[src/rtl/wb_master_if_pkg.sv]
// Shared state encodings and bus-width constants for the Wishbone initiator.
package wb_master_if_pkg;

  typedef enum logic [1:0] {
    WB_IDLE           = 2'b00,
    WB_BUSY           = 2'b01,
    WB_WAIT_FOR_STALL = 2'b11
  } wb_state_e;

  localparam int                RegBus       = 32;
  localparam logic [RegBus-1:0] ZeroWord     = '0;
  localparam int                WbTimeoutDef = 255;

endpackage

[src/rtl/wb_master_if.sv]
// Wishbone classic-cycle initiator: one CPU load/store becomes one bus cycle,
// with pipeline stall, flush, slave error and no-response timeout handling.
module wb_master_if
  import wb_master_if_pkg::*;
#(
  parameter int AW      = RegBus,
  parameter int DW      = RegBus,
  parameter int TIMEOUT = WbTimeoutDef,
  parameter int TW      = 8
) (
  input  logic              wb_clk_i,
  input  logic              wb_rst_i,
  input  logic              cpu_ce_i,
  input  logic              cpu_we_i,
  input  logic [AW-1:0]     cpu_addr_i,
  input  logic [DW-1:0]     cpu_data_i,
  input  logic [DW/8-1:0]   cpu_sel_i,
  input  logic              cpu_stall_i,
  input  logic              flush_i,
  output logic [DW-1:0]     cpu_data_o,
  output logic              stallreq_o,
  output logic              bus_err_o,
  output logic [AW-1:0]     wb_adr_o,
  output logic [DW-1:0]     wb_dat_o,
  input  logic [DW-1:0]     wb_dat_i,
  output logic [DW/8-1:0]   wb_sel_o,
  output logic              wb_we_o,
  output logic              wb_stb_o,
  output logic              wb_cyc_o,
  input  logic              wb_ack_i,
  input  logic              wb_err_i
);

  // Counter value seen in the last BUSY cycle before the timeout abort.
  localparam logic [TW-1:0] TO_LAST = TW'((TIMEOUT == 0) ? 0 : TIMEOUT - 1);

  wb_state_e     r_state, w_state_nxt;
  logic [TW-1:0] r_cnt;
  logic [DW-1:0] r_rd_buf;
  logic          w_start, w_timeout, w_bus_err, w_ack_ok;

  always_ff @(posedge wb_clk_i or negedge wb_rst_i) begin
    if (!wb_rst_i) r_state <= WB_IDLE;
    else           r_state <= w_state_nxt;
  end

  always_comb begin
    w_state_nxt = r_state;
    stallreq_o  = 1'b0;
    cpu_data_o  = '0;
    w_bus_err   = 1'b0;
    w_start     = 1'b0;
    w_ack_ok    = 1'b0;
    w_timeout   = (TIMEOUT != 0) && (r_cnt == TO_LAST) && !wb_ack_i && !wb_err_i;
    case (r_state)
      WB_IDLE: begin
        stallreq_o = cpu_ce_i & ~flush_i;
        if (cpu_ce_i && !flush_i) begin
          w_start     = 1'b1;
          w_state_nxt = WB_BUSY;
        end
      end
      WB_BUSY: begin
        stallreq_o = ~(wb_ack_i | wb_err_i);
        // Flush wins over everything, including a same-cycle ack.
        if (flush_i) begin
          w_state_nxt = WB_IDLE;
        end else if (wb_err_i) begin
          w_state_nxt = WB_IDLE;
          w_bus_err   = 1'b1;
        end else if (wb_ack_i) begin
          w_ack_ok    = 1'b1;
          if (!wb_we_o) cpu_data_o = wb_dat_i;
          w_state_nxt = cpu_stall_i ? WB_WAIT_FOR_STALL : WB_IDLE;
        end else if (w_timeout) begin
          w_state_nxt = WB_IDLE;
          w_bus_err   = 1'b1;
        end
      end
      WB_WAIT_FOR_STALL: begin
        cpu_data_o = r_rd_buf;
        if (!cpu_stall_i || flush_i) w_state_nxt = WB_IDLE;
      end
      default: w_state_nxt = WB_IDLE;
    endcase
  end

  always_ff @(posedge wb_clk_i or negedge wb_rst_i) begin
    if (!wb_rst_i) begin
      wb_adr_o  <= '0;
      wb_dat_o  <= '0;
      wb_sel_o  <= '0;
      wb_we_o   <= 1'b0;
      wb_cyc_o  <= 1'b0;
      wb_stb_o  <= 1'b0;
      bus_err_o <= 1'b0;
      r_cnt     <= '0;
      r_rd_buf  <= '0;
    end else begin
      bus_err_o <= w_bus_err;
      if (w_start) begin
        wb_adr_o <= cpu_addr_i;
        wb_dat_o <= cpu_data_i;
        wb_sel_o <= cpu_sel_i;
        wb_we_o  <= cpu_we_i;
        wb_cyc_o <= 1'b1;
        wb_stb_o <= 1'b1;
        r_cnt    <= '0;
      end else if (r_state == WB_BUSY) begin
        r_cnt <= r_cnt + TW'(1);
        if (w_state_nxt != WB_BUSY) begin
          wb_cyc_o <= 1'b0;
          wb_stb_o <= 1'b0;
        end
        // Writes leave zero behind so a stalled store presents no data.
        if (w_ack_ok) r_rd_buf <= wb_we_o ? '0 : wb_dat_i;
      end
    end
  end

endmodule

[config.mk]
export PLATFORM = sky130hd
export DESIGN_NAME = wb_master_if
export DESIGN_NICKNAME = d
export VERILOG_FILES = /design/src/rtl/wb_master_if_pkg.sv /design/src/rtl/wb_master_if.sv
export SDC_FILE = /design/constraint.sdc
export NUM_CORES = 1
export LEC_CHECK = 0
export BUFFER_PORTS_ARGS = -buffer_cell sky130_fd_sc_hd__buf_4
export CORE_AREA = 2 2 105 107
export DETAILED_ROUTE_END_ITERATION = 16
export DIE_AREA = 0 0 107 109
export PLACE_DENSITY = 0.78
export SETUP_SLACK_MARGIN = 0.5
export SLEW_MARGIN = 30
export SYNTH_ARGS = -nofsm -noshare
export SYNTH_HDL_FRONTEND = slang
export SYNTH_SLANG_ARGS = --single-unit
[constraint.sdc]
create_clock -name wb_clk_i -period 2.7 [get_ports wb_clk_i]
set_input_delay 0.675 -clock wb_clk_i [delete_from_list [all_inputs] [get_ports wb_clk_i]]
set_output_delay 0.675 -clock wb_clk_i [all_outputs]
set_load 0.02 [all_outputs]
==> impl_metrics.csv <==
group,metric,value,unit
setup_path,crit_path_max_fanout,7,
drt,remaining_drc_errors,0,
drt,drtPass1Iterations,4,
clock_tree,htreeDepth,4,
power,p_seq_frac,0.402,
sta,timing.fmax,354,MHz
sta,slew_headroom,0.479,
sta,finalSetupTns,-2.75,ns
floorplanning,core,10600,µm²
setup_path,crit_arrival,2.15,ns
drt,drtAntennaViolNets,0,
sta,timing.final.crit_share,1.05,
outcome,violations,"setup timing",
clock_tree,cts.sinks,113,
synthesis,netlist_top_cells_area,"dfrtp_1, nand2_1, a21boi_1",
synthesis,netlist.area_leader.share,0.583,
layout,drive_above_1_share,0.424,
setup_path,critPathLaunchType,"register",
synthesis,yosys_warnings,0,
drt,vias,4569,
layout,fillers,721,
synthesis,syn-cell-area,4850,µm²
clock_tree,cts_tree,"yes",
place,portBuffers,212,
clock_tree,clkTransAtPathRegs,0.05,ns
place,post_dp_cell_area,7010,µm²
clock_tree,clockRootBuffer,"clkbuf_8",
drt,drt-vias-per-instance,4.87,
power,peakVddDrop,527,µV
sta,finalHoldViolCount,0,
layout,area_growth,65.2,%
global_route,track_usage,0.247,
synthesis,avgSynthCellArea,8.60,µm²
outcome,outcome,"complete, but fails checks",
synthesis,syn_inst,564,
power,p_switching,1.58,mW
global_route,grt_pass1_vias,4831,
synthesis,yosys.cell_types.count,30,
floorplanning,die-area,11700,µm²
clock_tree,cts_max_path_buffers,2,
power,p_comb_frac,0.219,
global_route,antenna_found_initial,0,
place,dpl.cell_count,895,
global_route,grt_first_pass_wirelength,22.4,mm
power,intPower,3.92,mW
sta,setup_slack,-0.129,ns
floorplanning,pin_count,213,
sta,hold_slack,0.0321,ns
power,power.total,5.49,mW
place,gp_congestion,0.765,
sta,min_period,2.83,ns
drt,wire_per_inst,15.2,µm
power,switching_share,0.287,
setup_path,cp_data_required_time,2.03,ns
clock_tree,clock_latency,0.51,ns
power,p_leak,4.20,nW
power,powerDensity,686,nW/µm²
synthesis,synth_nets,674,
sta,setup_viol,32,
synthesis,seq_area_frac_synth,0.583,
floorplanning,initial_core_util,0.458,
sta,slew_violations,0,
layout,fin_cells,938,
sta,max_slew.worst_pin.slew,0.782,ns
layout,diodes,0,
synthesis,ys_ff_latch,113,
layout,design_area,8010,µm²
floorplanning,rows,38,
global_route,grt_overflow,0,
sta,rsz0062_at_grt,"true",
clock_tree,cts_inserted_buffers,17,
sta,skew,0.00724,ns
layout,finalNetCount,897,
drt,finalWirelength,14.2,mm
synthesis,synth_top_cell_by_area,"dfrtp_1",
place,hpwl,9.45,mm
power,pwr-share-clk,0.380,
drt,drtIter0Drc,259,
flow_run,cap_violations,0,
floorplanning,die_x,107,µm
global_route,grt_max_degree,78,
worst_hold_path,hold_class,"input pin to asynchronous set/reset pin",
setup_path,crit_type,"register to output pin",
floorplanning,die_h,109,µm
setup_path,cp-end-kind,"output pin",
-- final timing paths --
check	start	endpoint	slack, ns	cells after the start
max	r_state[1]	cpu_data_o[29]	-0.13	7
min	wb_rst_i	r_rd_buf[28]	0.03	1
max reg2reg	r_state[1]	r_cnt[3]	0.69	6
min reg2reg	wb_adr_o[11]	wb_adr_o[11]	0.47	2
max in group asynchronous	wb_rst_i	wb_dat_o[30]	1.97	2
min in group wb_clk_i	cpu_data_i[13]	wb_dat_o[13]	0.36	3
-- flip-flops by register name (all words and copies together) (netlist names), 2 cells and up --
signal / cells
r_cnt: 8
r_rd_buf: 32
wb_sel_o: 4
r_state: 2
wb_adr_o: 32
wb_dat_o: 32
-- critical path, cell delays in order, from the launching register on --
cell and delay, ns:
dfrtp_2 0.42, nor4b_4 0.29, and3b_2 0.28, buf_6 0.14, clkbuf_16 0.16, nand2_2 0.08
a21boi_4 0.15, buf_6 0.13
-- power groups by stage --
| stage | registers [mW] | clock network [mW] | logic [mW] |
|---|---|---|---|
| 2_1_floorplan | 2.42 | 0 | 0.384 |
| 3_3_place_gp | 2.20 | 0 | 1.15 |
| 3_5_place_dp | 2.22 | 0 | 1.18 |
| 4_1_cts | 2.20 | 2.12 | 1.20 |
| 5_1_grt | 2.25 | 2.21 | 1.31 |
| 6_report | 2.21 | 2.09 | 1.20 |
-- final cells by class --
class	count	area, µm²	share of cell area
Multi-Input combinational cell	415	2410	0.301
Sequential cell	113	2830	0.353
Inverter	3	11.3	0.00141
Clock inverter	5	50.0	0.00625
Tap cell	140	175	0.0219
Clock buffer	25	514	0.0642
Timing Repair Buffer	237	2020	0.252
-- synth_stat cells, drive strengths merged --
master / count
a211oi: 1
a21boi: 31
a21oi: 3
a22oi: 1
a31oi: 1
and3: 1
and3b: 1
and4: 1
buf: 24
clkbuf: 9
dfrtp: 113
ha: 2
inv: 3
mux2i: 2
nand2: 337
nand2b: 3
nand3: 10
nand4: 3
nor2: 1
nor2b: 2
nor3: 1
nor4b: 1
nor4bb: 1
o21ai: 8
o31ai: 2
or2: 1
or3b: 1
-- cells in the final DEF (no fill, tap or decap), types with 2 or more instances in the layout --
| master | netlist | final |
|---|---|---|
| nand2_1 | 337 | 306 |
| buf_4 | 2 | 195 |
| dfrtp_1 | 113 | 111 |
| buf_6 | 6 | 35 |
| a21boi_4 | 0 | 30 |
| clkbuf_16 | 0 | 17 |
| nand2_4 | 0 | 15 |
| nand2_2 | 0 | 11 |
| nand3_1 | 10 | 10 |
| o21ai_0 | 8 | 8 |
| clkbuf_8 | 0 | 8 |
| nand2_8 | 0 | 5 |
| clkinv_2 | 0 | 4 |
| buf_12 | 0 | 4 |
| inv_1 | 3 | 3 |
| nand2b_1 | 3 | 3 |
| a21oi_1 | 3 | 3 |
| nand4_1 | 3 | 3 |
| mux2i_1 | 2 | 2 |
| ha_1 | 2 | 2 |
| buf_16 | 0 | 2 |
| dfrtp_2 | 0 | 2 |
-- through the flow --
| stage | setup WS, ns | util |
|---|---|---|
| after global placement | 0.0814 | 0.661 |
| after floorplan | 0.266 | - |
| after global routing | -0.233 | 0.756 |
| after detailed placement | 0.0270 | 0.661 |
| after CTS | -0.0844 | 0.741 |
| final | -0.129 | 0.756 |
-- kinds of logic after synthesis --
logic type	count (synthesis)	synth area share
adder cells (fa/ha/maj)	2	0.00516
flip-flops	113	0.583
AO/OA/AOI/OAI	47	0.0668
AND/OR/NAND/NOR	364	0.298
multiplexers	2	0.00413
buffers and inverters	36	0.0428
-- what timing repair did --
item,4_1_cts,5_1_grt
hold buffers,0,0
gates cloned,2,1
resized for setup,47,27
pin swaps,15,14
setup endpoints to repair,33,33
buffers inserted,8,2
-- metal layers --
metal | share of wire | wire [µm] | GRT usage
met2 | 0.51 | 7230 | 0.423
met5 | 0 | 0 | 0
met4 | 0.013 | 184 | 0.0733
met1 | 0.40 | 5630 | 0.285
met3 | 0.084 | 1190 | 0.104
(Power assumes the default switching activity.)
